[src/rtl/io_pkg.sv]
// Shared defaults, IRQ FSM state type and pointer-width helper for the I/O port controller.
package io_pkg;
  localparam int W_DEF     = 16;
  localparam int DEPTH_DEF = 4;

  typedef enum logic [1:0] {IDLE, PULSE, HOLD} irq_state_t;

  // One extra MSB distinguishes full from empty when the index bits match.
  function automatic int ptr_w(input int depth);
    return $clog2(depth) + 1;
  endfunction
endpackage

[src/rtl/io_fifo.sv]
// Generic FIFO: push/pop qualified by the caller, head is 0 while empty; zero-latency head,
// no internal backpressure (caller gates push on full and pop on empty).
module io_fifo
  import io_pkg::*;
#(
  parameter int W     = W_DEF,
  parameter int DEPTH = DEPTH_DEF
) (
  input  logic         clk,
  input  logic         rst,
  input  logic         push,
  input  logic         pop,
  input  logic [W-1:0] din,
  output logic [W-1:0] head,
  output logic         full,
  output logic         empty
);
  localparam int PW = ptr_w(DEPTH);
  localparam int AW = PW - 1;

  logic [W-1:0]  mem [DEPTH];
  logic [PW-1:0] wr_ptr;
  logic [PW-1:0] rd_ptr;

  always_ff @(posedge clk or negedge rst) begin
    if (!rst) begin
      wr_ptr <= '0;
      rd_ptr <= '0;
    end else begin
      if (push) wr_ptr <= wr_ptr + PW'(1);
      if (pop)  rd_ptr <= rd_ptr + PW'(1);
    end
  end

  always_ff @(posedge clk) begin
    if (push) mem[wr_ptr[AW-1:0]] <= din;
  end

  assign empty = (wr_ptr == rd_ptr);
  assign full  = (wr_ptr[PW-1] != rd_ptr[PW-1]) && (wr_ptr[AW-1:0] == rd_ptr[AW-1:0]);
  assign head  = empty ? '0 : mem[rd_ptr[AW-1:0]];
endmodule

[src/rtl/io_port_ctrl.sv]
// Processor I/O port controller: RX/TX FIFOs, sticky TX overflow, interrupt pulse FSM with hold-off.
// Optional IO_RX_IRQ_EN: RX empty->non-empty also raises an interrupt request.
module io_port_ctrl
  import io_pkg::*;
#(
  parameter int W           = W_DEF,
  parameter int DEPTH       = DEPTH_DEF,
  parameter int IRQ_HOLDOFF = 4
) (
  input  logic         clk,
  input  logic         rst,
  output logic [W-1:0] in_port,
  input  logic         in_ack,
  input  logic [W-1:0] out_port,
  input  logic         out_strobe,
  output logic         interrupt,
  input  logic [W-1:0] ext_rx_data,
  input  logic         ext_rx_valid,
  output logic         ext_rx_ready,
  output logic [W-1:0] ext_tx_data,
  output logic         ext_tx_valid,
  input  logic         ext_tx_ready,
  input  logic         irq_req,
  output logic         rx_empty,
  output logic         tx_overflow
);
  localparam int CW = $clog2(IRQ_HOLDOFF + 1);

  logic rx_full, rx_push, rx_pop;
  logic tx_full, tx_empty, tx_push, tx_pop;
  logic req_now, pending;
  logic [CW-1:0] cnt;
  irq_state_t state;

  assign ext_rx_ready = !rx_full;
  assign rx_push      = ext_rx_valid && !rx_full;
  assign rx_pop       = in_ack && !rx_empty;
  assign tx_pop       = ext_tx_ready && !tx_empty;
  // The processor cannot stall: a full TX FIFO still accepts if it frees a slot this cycle.
  assign tx_push      = out_strobe && (!tx_full || tx_pop);
  assign ext_tx_valid = !tx_empty;

  io_fifo #(.W(W), .DEPTH(DEPTH)) u_rx_fifo (
    .clk(clk), .rst(rst), .push(rx_push), .pop(rx_pop), .din(ext_rx_data),
    .head(in_port), .full(rx_full), .empty(rx_empty)
  );

  io_fifo #(.W(W), .DEPTH(DEPTH)) u_tx_fifo (
    .clk(clk), .rst(rst), .push(tx_push), .pop(tx_pop), .din(out_port),
    .head(ext_tx_data), .full(tx_full), .empty(tx_empty)
  );

  always_ff @(posedge clk or negedge rst) begin
    if (!rst) tx_overflow <= 1'b0;
    else if (out_strobe && !tx_push) tx_overflow <= 1'b1;
  end

`ifdef IO_RX_IRQ_EN
  assign req_now = irq_req | (rx_empty & rx_push);
`else
  assign req_now = irq_req;
`endif

  always_ff @(posedge clk or negedge rst) begin
    if (!rst) begin
      state     <= IDLE;
      interrupt <= 1'b0;
      pending   <= 1'b0;
      cnt       <= '0;
    end else begin
      interrupt <= 1'b0;
      case (state)
        IDLE: begin
          if (pending || req_now) begin
            state     <= PULSE;
            interrupt <= 1'b1;
            pending   <= 1'b0;
          end
        end
        PULSE: begin
          state   <= HOLD;
          cnt     <= CW'(IRQ_HOLDOFF - 1);
          pending <= pending | req_now;
        end
        HOLD: begin
          // Serving a remembered request straight from HOLD keeps the pulse period at HOLDOFF+1.
          if (cnt == '0) begin
            if (pending || req_now) begin
              state     <= PULSE;
              interrupt <= 1'b1;
              pending   <= 1'b0;
            end else begin
              state <= IDLE;
            end
          end else begin
            cnt     <= cnt - CW'(1);
            pending <= pending | req_now;
          end
        end
        default: state <= IDLE;
      endcase
    end
  end
endmodule
[config.mk]
export PLATFORM = sky130hd
export DESIGN_NAME = io_port_ctrl
export DESIGN_NICKNAME = d
export VERILOG_FILES = /design/src/rtl/io_pkg.sv /design/src/rtl/io_fifo.sv /design/src/rtl/io_port_ctrl.sv
export SDC_FILE = /design/constraint.sdc
export NUM_CORES = 1
export LEC_CHECK = 0
export BUFFER_PORTS_ARGS = -buffer_cell sky130_fd_sc_hd__clkbuf_2
export CAP_MARGIN = 40
export CORE_MARGIN = 4
export CORE_UTILIZATION = 35
export DETAILED_ROUTE_END_ITERATION = 16
export PLACE_DENSITY = 0.6
export SLEW_MARGIN = 5
export SYNTH_ARGS = -nofsm -noshare
export SYNTH_HDL_FRONTEND = slang
export SYNTH_SLANG_ARGS = --single-unit
[constraint.sdc]
create_clock -name clk -period 2.6 [get_ports clk]
set_input_delay 0.65 -clock clk [delete_from_list [all_inputs] [get_ports clk]]
set_output_delay 0.65 -clock clk [all_outputs]
set_load 0.01 [all_outputs]
# Yosys cells after proc, flatten, opt, wreduce, memory -nomap -nowiden

Memory sizes are Yosys's and may differ from the RTL's.
Cells that the tools add are included.

Memories: 2
Memory bits (writable): 128
Bits in registers: 20
Word-level logic and storage cells: 66

Memory list:

| memory        | words | width | rd ports | clocked after memory_dff | write ports | RTL line      | text |
|---|---|---|---|---|---|---|---|
| u_rx_fifo.mem | 4     | 16    | 1        | 0                        | 1           | io_fifo.sv:21 | `logic [W-1:0] mem [DEPTH];` |
| u_tx_fifo.mem | 4     | 16    | 1        | 0                        | 1           | io_fifo.sv:21 |  |

Bitwise logic cells: 1
Reductions and logical operators: 20
Add/subtract/negate cells: 5
Equality and inequality tests: 11
Muxes and demuxes: 18

Operators by type and width:

| operator              | count |
|---|---|
| $mux W16              | 2 |
| $add A3 B1 Y3 const B | 4 |
| $mux W1               | 9 |
| $logic_and A1 B1 Y1   | 7 |
| $eq A3 B3 Y1          | 2 |
| $ne A2 B2 Y1 const B  | 3 |
| $pmux W2 S3           | 1 |
| $pmux W3 S2           | 1 |
| $logic_not A1 Y1      | 5 |
| $eq A2 B2 Y1          | 2 |
| $mux W2               | 2 |
| $reduce_and A2 Y1     | 2 |
| $logic_not A3 Y1      | 1 |
| $mux W3               | 1 |
| $pmux W1 S3           | 1 |
| $reduce_bool A3 Y1    | 1 |
| $sub A3 B1 Y3 const B | 1 |
| $eq A2 B1 Y1 const B  | 1 |
| $eq A2 B2 Y1 const B  | 1 |
| $logic_not A2 Y1      | 1 |
| $logic_or A1 B1 Y1    | 2 |
| $ne A1 B1 Y1          | 2 |
| $pmux W1 S2           | 1 |
| $reduce_bool A2 Y1    | 1 |
| $or A1 B1 Y1          | 1 |

# Logic depth before layout (Yosys ltp)

Gate-level depths: netlist of run 1.

Depth after elaboration: 7
Gate-level depth with buffers: 6

# Cells and area by module

From an unflattened synthesis of run 1, not the netlist that was laid out.

Cell total of the unflattened synthesis: 320
Area, all modules: 6282.3 µm²

Modules (own cells, without submodules):

| module       | sequential area each (µm²) | times used | cells each | area an instance (µm²) |
|---|---|---|---|---|
| io_fifo      | 2072.0                     | 2          | 134        | 2886.5 |
| io_port_ctrl | 200.2                      | 1          | 52         | 509.2 |

# Least setup slack after synthesis of run 1

No wires, ideal clock.

Kind: flip-flop to output port
Start: reg u_rx_fifo.rd_ptr[0]
End: out in_port[10]
Buffers on the path: 2
Required time: 1.950 ns
Slack: 0.448 ns
Cell stages (with the launch flop): 5
Arrival: 1.502 ns
Path through: dfrtp_1 buf_4 buf_2 mux4_2 nor2b_1

Longest elaborated chain between the ends: 2
Elaborated cells between the ends (all ways): 3

RTL lines:

| element                                        | RTL line           | text |
|---|---|---|
| start: declaration                             | io_fifo.sv:23      | `logic [PW-1:0] rd_ptr;` |
| start signal: assignment                       | io_fifo.sv:31      | `if (pop) rd_ptr <= rd_ptr + PW'(1);` |
| $mem_v2 Z4 W16 or $eq A3 B3 Y1 (tied branches) | -                  |  |
| $mux W16 (*)                                   | io_fifo.sv:41      | `assign head = empty ? '0 : mem[rd_ptr[AW-1:0]];` |
| end: declaration                               | io_port_ctrl.sv:12 | `output logic [W-1:0] in_port,` |

Every way passes the cells marked *; elsewhere a longest branch is shown, timed or not.

# Worst setup path in the final report of run 1

Start: reg u_tx_fifo.rd_ptr[0]
End: out ext_tx_data[15]

Longest elaborated chain between the ends: 2
Elaborated cells between the ends (all ways): 3

RTL lines:

| element                                        | RTL line           | text |
|---|---|---|
| start: declaration                             | io_fifo.sv:23      |  |
| start signal: assignment                       | io_fifo.sv:31      |  |
| $mem_v2 Z4 W16 or $eq A3 B3 Y1 (tied branches) | -                  |  |
| $mux W16 (*)                                   | io_fifo.sv:41      |  |
| end: declaration                               | io_port_ctrl.sv:20 | `output logic [W-1:0] ext_tx_data,` |

Marked as above.

==> impl_metrics.ini, run 1 <==
[outcome]
outcome = finished clean

[floorplanning]
die_area_um2 = 19600
top_level_ports = 76
die_h_um = 140
die_w_um = 140
row_count = 47
core_area_um2 = 16800
start_util_pct = 36.2

[synth]
yosysSeqAreaShare_pct = 71.3
ys_types = 36
yosysTopAreaCellShare_pct = 63.1
synthCells = 318
ys_seq_elements = 148
syn_avg_cell_area_um2 = 19.2
syn_area_um2 = 6090
ys_top_cells_by_count = 128 x edfxtp_1, 33 x nor2b_1, 32 x mux4_2
synth_area_leaders = edfxtp_1 63%, mux4_2 12%, dfrtp_1 8.2%, ha_1 3.5%, nor2b_1 3.4%
synth_most_common_cell = edfxtp_1
async_flop_share_pct = 13.5
syn-num-nets = 374
yosysTopAreaCell = edfxtp_1
ys_warn_count = 0
synth_ff_type = edfxtp_1
synth_edf_count = 128

[routing]
drc = 0
wl_per_cell_um = 17.2
ant_nets = 0
wl_met2_mm = 5.43
routed_wl_mm = 11.1
wl_met3_um = 644
dr.pass1.iters = 4
vias_per_cell = 4.77
via_count = 3087
drtIter0Drc = 176
top_layer_used = met4
wl_met1_mm = 4.92

[critical_path]
endpoint = ext_tx_data[15]
critPathCaptureType = primary output
path_max_fanout = 8
startpoint_type = flop
reg2regPathDepth = 3
r2r_start = u_tx_fifo.rd_ptr[0]$_DFFE_PN0P_
r2r_slack_ns = 0.47
required_ns = 1.95
arrival_ns = 1.87
crit_type = reg2out
startpoint = u_tx_fifo.rd_ptr[0]$_DFFE_PN0P_
rr_endpoint = u_tx_fifo.mem[2][6]$_DFFE_PP_

[timing]
finalCritPeriodShare_pct = 97.0
grt_setup_unrepaired = true
drv_slew = 0
hold_viol = 0
fin_crit_ns = 2.52
finalSetupViolCount = 0
tightest_slew_ns = 0.826
skew_ns = 0.00597
relSlewSlack_pct = 44.9
fmax_ghz = 0.396

[cells_and_area]
ff_latch_area_um2 = 4350
nFillCells = 1493
num-nets-final = 470
syn2layout_area_growth_pct = 22.4
final_util_pct = 44.3
antenna_cells = 0
multi_input_area_um2 = 1660
drive_gt1_share_pct = 38.4
instances_no_fill = 647

[pwr]
power.density_nw_per_um2 = 1280
peakVddDrop_mv = 0.795
leakage_nw = 2.75

[cts]
cts.sinks = 148
clockBufferDepth = 2
numCtsBuffers = 17
insertion_delay_ns = 0.42
htree_num_levels = 4
clk_pin_slew_ns = 0.06
clock-root-buffer = clkbuf_16
cts_tree = yes

[grt]
grtUsageTotal_pct = 12.0
grt_pass1_wl_mm = 18.0
grt_max_degree = 21
grt_antenna_before_repair = 0
grt-ovfl-total = 0
grt_pass1_vias = 3390

[placement]
dp.cells = 613
port_buffers = 75
hpwl_mm = 7.25
gp_congestion = 0.712

[flow_run]
maxCapViolations = 0

[worst_hold_path]
hold_class = in2async
[repair_timing]
item,in CTS,in global routing
gates resized for setup,4,5
hold buffers,0,0
setup buffers,0,1
gates cloned,0,1
setup endpoints to repair,10,16
pin swaps,0,1
[routing by layer]
layer,GRT usage [%],up-vias
li1,-,1431
met1,15.0,1572
met2,19.0,73
met3,4.50,11
met4,4.74,0
met5,0,-
[layout make-up]
class	instances	share of cell area [%]
well taps	220	3.69
clock buffers	17	5.71
clock inverters	15	2.40
multi-input cells	145	22.2
repair buffers	88	6.97
inverters	14	0.705
flip-flops and latches	148	58.3
[report_power, final]
| group | internal (mW) | switching, mW | total [mW] |
|---|---|---|---|
| logic | 1.68 | 1.88 | 3.57 |
| registers | 3.23 | 0.297 | 3.53 |
| clock network | 1.52 | 0.959 | 2.47 |
[state kept, by name, indices dropped and copies added (netlist names)]
register,count
cnt,3
interrupt,1
pending,1
state,2
tx_overflow,1
u_rx_fifo.mem,64
u_rx_fifo.rd_ptr,3
u_rx_fifo.wr_ptr,3
u_tx_fifo.mem,64
u_tx_fifo.rd_ptr,3
u_tx_fifo.wr_ptr,3
[cells in the final DEF (no fill, tap or decap), types with 2 or more instances in the layout]
| cell | n |
|---|---|
| dfrtp_1 | 18 |
| nor2_1 | 4 |
| and2_1 | 3 |
| clkinvlp_4 | 2 |
| mux2_2 | 5 |
| inv_1 | 14 |
| clkinv_4 | 3 |
| buf_12 | 2 |
| xor2_1 | 3 |
| o311ai_0 | 3 |
| buf_4 | 9 |
| and3_1 | 4 |
| inv_6 | 4 |
| xnor2_1 | 9 |
| nor3_1 | 2 |
| ha_1 | 17 |
| a21oi_1 | 7 |
| mux4_2 | 32 |
| dfrtp_2 | 2 |
| clkbuf_16 | 18 |
| nor3_2 | 2 |
| bufinv_16 | 3 |
| o21ai_0 | 2 |
| clkbuf_2 | 75 |
| nor2b_1 | 33 |
| xor2_2 | 3 |
| clkinv_1 | 2 |
| edfxtp_1 | 128 |
| o31ai_1 | 2 |
[logic make-up after synthesis]
family                     Yosys count  share of synthesized area, %
buffers and inverters               25                          1.93
AOI/OAI and AO/OA                   21                          2.40
xor gates and xnor gates            16                          2.55
DFF                                148                          71.3
muxes                               38                          12.9
adders and majority gates           17                          3.49
and+or+nand+nor                     53                          5.40
[worst max-delay path, stage by stage, from the launching register on]
cell       delay (ns)
dfrtp_2          0.49
clkbuf_16        0.21
mux4_2           0.49
nor2b_1          0.14
clkbuf_2         0.13
[through the flow]
stage	worst slack [ns]	total power [mW]	setup TNS (ns)	area (um2)	hold WS, ns
final	0.0771	9.57	0	7450	0.207
after global routing	-0.00816	10.2	-0.0248	7450	0.240
after CTS	0.0166	9.65	0	7400	0.218
after detailed placement	0.361	7.10	0	6770	0.496
after global placement	0.414	7.01	0	6770	0.486
after floorplan	0.448	5.83	0	6090	0.354
[worst min-delay path by stage]
stage                                                 end          startpoint  depth (start not counted)  slack, ns
after floorplan                        cnt[0]$_DFFE_PN0P_                 rst                          0       0.35
after global placement                 cnt[2]$_DFFE_PN0P_  cnt[2]$_DFFE_PN0P_                          1       0.49
after detailed placement               cnt[2]$_DFFE_PN0P_  cnt[2]$_DFFE_PN0P_                          1       0.50
after CTS                            state[1]$_DFFE_PN0P_                 rst                          1       0.22
after global routing      u_rx_fifo.wr_ptr[0]$_DFFE_PN0P_                 rst                          1       0.24
final                     u_rx_fifo.rd_ptr[1]$_DFFE_PN0P_                 rst                          1       0.21
No activity file was read; power rests on OpenSTA's default activity.
==> run 2, diff against run 1 <==
--- a/config.mk
+++ b/config.mk
@@ -5,12 +5,13 @@
 export SDC_FILE = /design/constraint.sdc
 export NUM_CORES = 1
 export LEC_CHECK = 0
-export BUFFER_PORTS_ARGS = -buffer_cell sky130_fd_sc_hd__clkbuf_2
 export CAP_MARGIN = 40
 export CORE_MARGIN = 4
 export CORE_UTILIZATION = 35
 export DETAILED_ROUTE_END_ITERATION = 16
-export PLACE_DENSITY = 0.6
+export DONT_BUFFER_PORTS = 1
+export GPL_ROUTABILITY_DRIVEN = 0
+export PLACE_DENSITY = 0.56
 export SLEW_MARGIN = 5
 export SYNTH_ARGS = -nofsm -noshare
 export SYNTH_HDL_FRONTEND = slang
==> run 2 against run 1 <==
Compared with the run above:
- register-to-register slack worse by 0.09 ns
- core utilization is 1.5 points lower
- critical path depth stayed put
- via count is 7.9% lower
- fmax is 1.6% higher
- clock skew hardly changed
- count of clock-buffer cells in the layout is 1 higher
- largest power group is now registers
==> impl_metrics.ini, run 2 (synthesis gave the netlist of run 1 again) <==
[cts]
cts.sinks = 148
cts_tree = yes
clock-root-buffer = clkbuf_16
cts_setup_buffers = 0
htree_num_levels = 4
numCtsBuffers = 17
insertion_delay_ns = 0.42
clockBufferDepth = 2
clk_pin_slew_ns = 0.06

[pwr]
power_frac_clock_pct = 28.7
peakVddDrop_mv = 0.573
p_switching_mw = 2.97
seqPwrFrac_pct = 37.8
p_int_mw = 6.35
power.total_mw = 9.32
netSwitchingFraction_pct = 31.9
power.density_nw_per_um2 = 1290
leakage_nw = 2.50
p_comb_share_pct = 33.5

[floorplanning]
core_area_um2 = 16800
die_w_um = 140
row_count = 47
die_h_um = 140
start_util_pct = 36.2
top_level_ports = 76
die_area_um2 = 19600

[grt]
grt_pass1_wl_mm = 17.3
grtUsageTotal_pct = 11.7
grt-ovfl-total = 0
grt_antenna_before_repair = 0
grt_max_degree = 21
grt_pass1_vias = 3091

[timing]
drv_slew = 0
tns_ns = 0
finalCritPeriodShare_pct = 95.5
grt_setup_unrepaired = false
relSlewSlack_pct = 53.0
tightest_slew_ns = 0.704
finalSetupViolCount = 0
fmax_ghz = 0.403
hold_viol = 0
fin_crit_ns = 2.48
skew_ns = 0.00618

[placement]
hpwl_mm = 7.22
dp.cells = 546
port_buffers = 0

[routing]
vias_per_cell = 4.90
drtIter0Drc = 165
via_count = 2842
ant_nets = 0
wl_per_cell_um = 18.7
dr.pass1.iters = 4
drc = 0
routed_wl_mm = 10.9

[cells_and_area]
antenna_cells = 0
layout_commonest_cell = edfxtp_1
num-nets-final = 403
final_cell_mix = 128 x edfxtp_1, 33 x nor2b_1, 32 x mux4_2
instances_no_fill = 580
nFillCells = 1505
syn2layout_area_growth_pct = 18.2
drive_gt1_share_pct = 26.7

[critical_path]
required_ns = 1.95
arrival_ns = 1.83
crit_type = reg2out
critPathCaptureType = primary output
reg2regPathDepth = 4
path_max_fanout = 12
startpoint_type = flop

[worst_hold_path]
hold_class = in2reg
worstHoldPathCells = 0

[outcome]
outcome = finished clean

[flow_run]
maxCapViolations = 0
## run 2: changes by cell type in the layout (fill, tap and decap cells not counted), sizes merged
cell,before,now
bufinv,3,5
dlygate4sd3,0,1
clkbuf,93,18
inv,18,19
buf,12,20
clkinvlp,2,3
clkinv,6,1
## run 2: final timing paths
path                                                 start                               to  slack (ns)
setup / recovery           u_rx_fifo.rd_ptr[0]$_DFFE_PN0P_                      in_port[14]        0.12
hold / removal                              ext_rx_data[2]    u_rx_fifo.mem[3][2]$_DFFE_PP_        0.33
setup reg to reg           u_rx_fifo.rd_ptr[1]$_DFFE_PN0P_   u_rx_fifo.mem[3][11]$_DFFE_PP_        0.38
hold reg to reg                         cnt[2]$_DFFE_PN0P_               cnt[2]$_DFFE_PN0P_        0.50
max in group asynchronous                              rst  u_rx_fifo.rd_ptr[0]$_DFFE_PN0P_        1.68
min in group asynchronous                              rst              pending$_DFFE_PN0P_        0.54
## run 2: layout make-up
cell class / count / area [um2] / share of cell area (%)
multi-input combinational: 145 / 1640 / 22.7
timing repair buffer: 21 / 234 / 3.25
clock buffer: 18 / 429 / 5.96
clock inverter: 14 / 224 / 3.11
inverter: 14 / 52.6 / 0.730
sequential: 148 / 4350 / 60.4
tap: 220 / 275 / 3.82
## run 2: critical path: stages (launching register included)
cell and delay [ns]:
dfrtp_2 0.41, buf_8 0.20, mux4_2 0.51, nor2b_1 0.16, buf_4 0.15
## run 2: timing repair
| item | 4_1_cts | 5_1_grt |
|---|---|---|
| gates resized for setup | 2 | 4 |
| endpoints found under the setup margin | 2 | 6 |
| hold endpoints to repair | 20 | 0 |
| hold buffers | 1 | 0 |
## run 2: power groups by stage
stage	Combinational [mW]	Clock, mW	Sequential (mW)
6_report	3.12	2.68	3.52
5_1_grt	3.47	2.87	3.58
4_1_cts	3.22	2.75	3.52
3_5_place_dp	3.18	0	3.57
3_3_place_gp	3.09	0	3.53
2_1_floorplan	2.38	0	3.45
## run 2: through the flow
stage	worst slack (ns)	hold slack (ns)	util [%]	cell area, um2
after floorplan	0.448	0.354	-	6090
after global placement	0.403	0.356	38.2	6430
after detailed placement	0.283	0.355	38.6	6490
after CTS	0.00557	0.304	42.6	7160
after global routing	0.0145	0.297	42.8	7200
final	0.116	0.325	42.8	7200
## run 2: routing by layer
| layer | wire length, um | share of wire, % | GRT usage, % |
|---|---|---|---|
| met1 | 4310 | 40 | 13.6 |
| met4 | 193 | 1.8 | 4.90 |
| met3 | 932 | 8.6 | 5.93 |
| met2 | 5430 | 50 | 18.5 |
| met5 | 0 | 0 | 0 |
==> run 3, diff against run 2 <==
--- a/config.mk
+++ b/config.mk
@@ -5,9 +5,11 @@
 export SDC_FILE = /design/constraint.sdc
 export NUM_CORES = 1
 export LEC_CHECK = 0
+export ABC_CLOCK_PERIOD_IN_PS = 2600
 export CAP_MARGIN = 40
 export CORE_MARGIN = 4
 export CORE_UTILIZATION = 35
+export CTS_BUF_LIST = sky130_fd_sc_hd__clkbuf_2 sky130_fd_sc_hd__clkbuf_4 sky130_fd_sc_hd__clkbuf_8
 export DETAILED_ROUTE_END_ITERATION = 16
 export DONT_BUFFER_PORTS = 1
 export GPL_ROUTABILITY_DRIVEN = 0
==> run 3 against run 2 <==
Compared with the run above:
- die area is the same
- clock power is 23% lower
- via count rose by 0.63%
- non-clock buffer count up 10
- global-route usage fell by 0.076 points
- combinational power increased by 8.0%
- critical path type unchanged
- largest cell class unchanged
- largest power group unchanged
==> impl_metrics.ini, run 3 (synthesis gave the netlist of run 1 again) <==
[critical_path]
cp_top_family = multiplexers
reg2regPathDepth = 4
critical_path.n_buffers_inverters = 2
rr_endpoint = u_rx_fifo.mem[3][10]$_DFFE_PP_
required_ns = 1.95
cpMostUsedCell = buf_12
r2r_slack_ns = 0.41
crit_type = reg2out
max_stage_delay_ns = 0.50
arrival_ns = 1.86
critPathCaptureType = primary output
path_cells = buf_12, buf_12, mux4_2, nor2b_1
r2r_start = u_rx_fifo.wr_ptr[1]$_DFFE_PN0P_
crit_path_top_delay_cell = mux4_2
path_max_fanout = 10
startpoint_type = flop

[grt]
grt_max_degree = 21
grt_pass1_vias = 3087
grt_pass1_wl_mm = 17.2
grt-ovfl-total = 0
grtUsageTotal_pct = 11.7
grt_antenna_before_repair = 0

[cells_and_area]
antenna_cells = 0
nFillCells = 1518
final_cell_mix = 128 x edfxtp_1, 32 x mux4_2, 32 x nor2b_1
layout_commonest_cell = edfxtp_1
drive_gt1_share_pct = 29.7
num-nets-final = 413
syn2layout_area_growth_pct = 17.1

[pwr]
power.density_nw_per_um2 = 1250
leakage_nw = 2.48
peakVddDrop_mv = 0.505

[timing]
fmax_ghz = 0.398
hold_slack_ns = 0.298
fin_crit_ns = 2.51
worst_slack_ns = 0.0885
grt_setup_unrepaired = true
finalSetupViolCount = 0
relSlewSlack_pct = 50.5
hold_viol = 0
drv_slew = 0
finalCritPeriodShare_pct = 96.6
tightest_slew_ns = 0.741
skew_ns = 0.00638

[cts]
numCtsBuffers = 17
insertion_delay_ns = 0.44
clk_pin_slew_ns = 0.08
clockBufferDepth = 2
cts_tree = yes
clock-root-buffer = clkbuf_8
htree_num_levels = 4
cts.sinks = 148

[routing]
wl_met3_mm = 1.01
ant_nets = 0
wl_met1_mm = 4.45
routed_wl_mm = 11.2
drc = 0
wl_met2_mm = 5.56
via_count = 2860
top_layer_used = met4
dr.pass1.iters = 5
wl_per_cell_um = 18.9
vias_per_cell = 4.85
drtIter0Drc = 176

[floorplanning]
start_util_pct = 36.2
core_area_um2 = 16800
die_h_um = 140
die_w_um = 140
row_count = 47
top_level_ports = 76
die_area_um2 = 19600

[worst_hold_path]
min_to = u_tx_fifo.mem[0][9]$_DFFE_PP_
worstHoldPathCells = 0
hold_class = in2reg
hp-start = out_port[9]

[placement]
pre_cts_ws_ns = 0.283
hpwl_mm = 7.22
port_buffers = 0

[flow_run]
maxCapViolations = 0

[outcome]
outcome = finished clean
==> run 3: cell count changes in the layout (fill, tap and decap cells not counted), sizes merged <==
cell    change
buf         +9
clkbuf      +1
==> run 3: worst max-delay path by stage <==
stage / from / endpoint / cells past startpoint
3_5_place_dp: u_rx_fifo.rd_ptr[1]$_DFFE_PN0P_ / u_rx_fifo.mem[3][7]$_DFFE_PP_ / 4
2_1_floorplan: u_rx_fifo.rd_ptr[0]$_DFFE_PN0P_ / in_port[10] / 4
5_1_grt: u_rx_fifo.rd_ptr[0]$_DFFE_PN0P_ / in_port[9] / 4
6_report: u_rx_fifo.rd_ptr[0]$_DFFE_PN0P_ / in_port[11] / 4
3_3_place_gp: u_rx_fifo.rd_ptr[1]$_DFFE_PN0P_ / u_rx_fifo.mem[3][7]$_DFFE_PP_ / 4
4_1_cts: u_rx_fifo.rd_ptr[0]$_DFFE_PN0P_ / in_port[14] / 4
==> run 3: through the flow <==
step	power [mW]	instance area (um2)	utilization (%)	std cells	TNS, ns
after floorplan	5.83	6090	-	318	0
after global placement	6.62	6430	38.2	542	0
after global routing	9.54	7130	42.4	590	-0.0865
after CTS	8.88	6990	41.6	579	0
final	8.94	7130	42.4	590	0
after detailed placement	6.75	6490	38.6	546	0
==> run 3: worst reg2reg max path: cells and delay by family, from the launching register on <==
kind	cells	cell delay [ns]
flip-flops	1	0.45
AO/OA/AOI/OAI	1	0.51
XOR/XNOR	1	0.17
buffers and inverters	2	0.68
==> run 3: what timing repair did <==
| item | in CTS | in global routing |
|---|---|---|
| cloned | 0 | 1 |
| resized for setup | 7 | 6 |
| hold buffers | 1 | 0 |
| pin swaps | 0 | 0 |
| setup endpoints to repair | 2 | 2 |
| setup buffers | 0 | 9 |
| hold endpoints to repair | 20 | 0 |
==> run 3: final cells by class <==
| cell class | count | area, um2 | area share (%) |
|---|---|---|---|
| flip-flops and latches | 148 | 4350 | 61.0 |
| well taps | 220 | 275 | 3.86 |
| inverters | 14 | 52.6 | 0.737 |
| clock buffers | 18 | 241 | 3.39 |
| repair buffers | 31 | 327 | 4.58 |
| multi-input cells | 145 | 1670 | 23.3 |
| clock inverters | 14 | 224 | 3.14 |
==> run 3: power breakdown <==
group,total [mW],switching [mW],internal [mW],leakage (nW)
logic,3.37,1.81,1.55,0.848
registers,3.52,0.298,3.23,1.41
clock network,2.06,0.887,1.17,0.226
total,8.94,3.00,5.95,2.48
==> run 3: per-layer routing <==
layer  GRT usage [%]  vias up
li1                -     1317
met1            13.3     1459
met2            18.5       72
met3            6.44       12
met4            4.39        0
met5               0        -
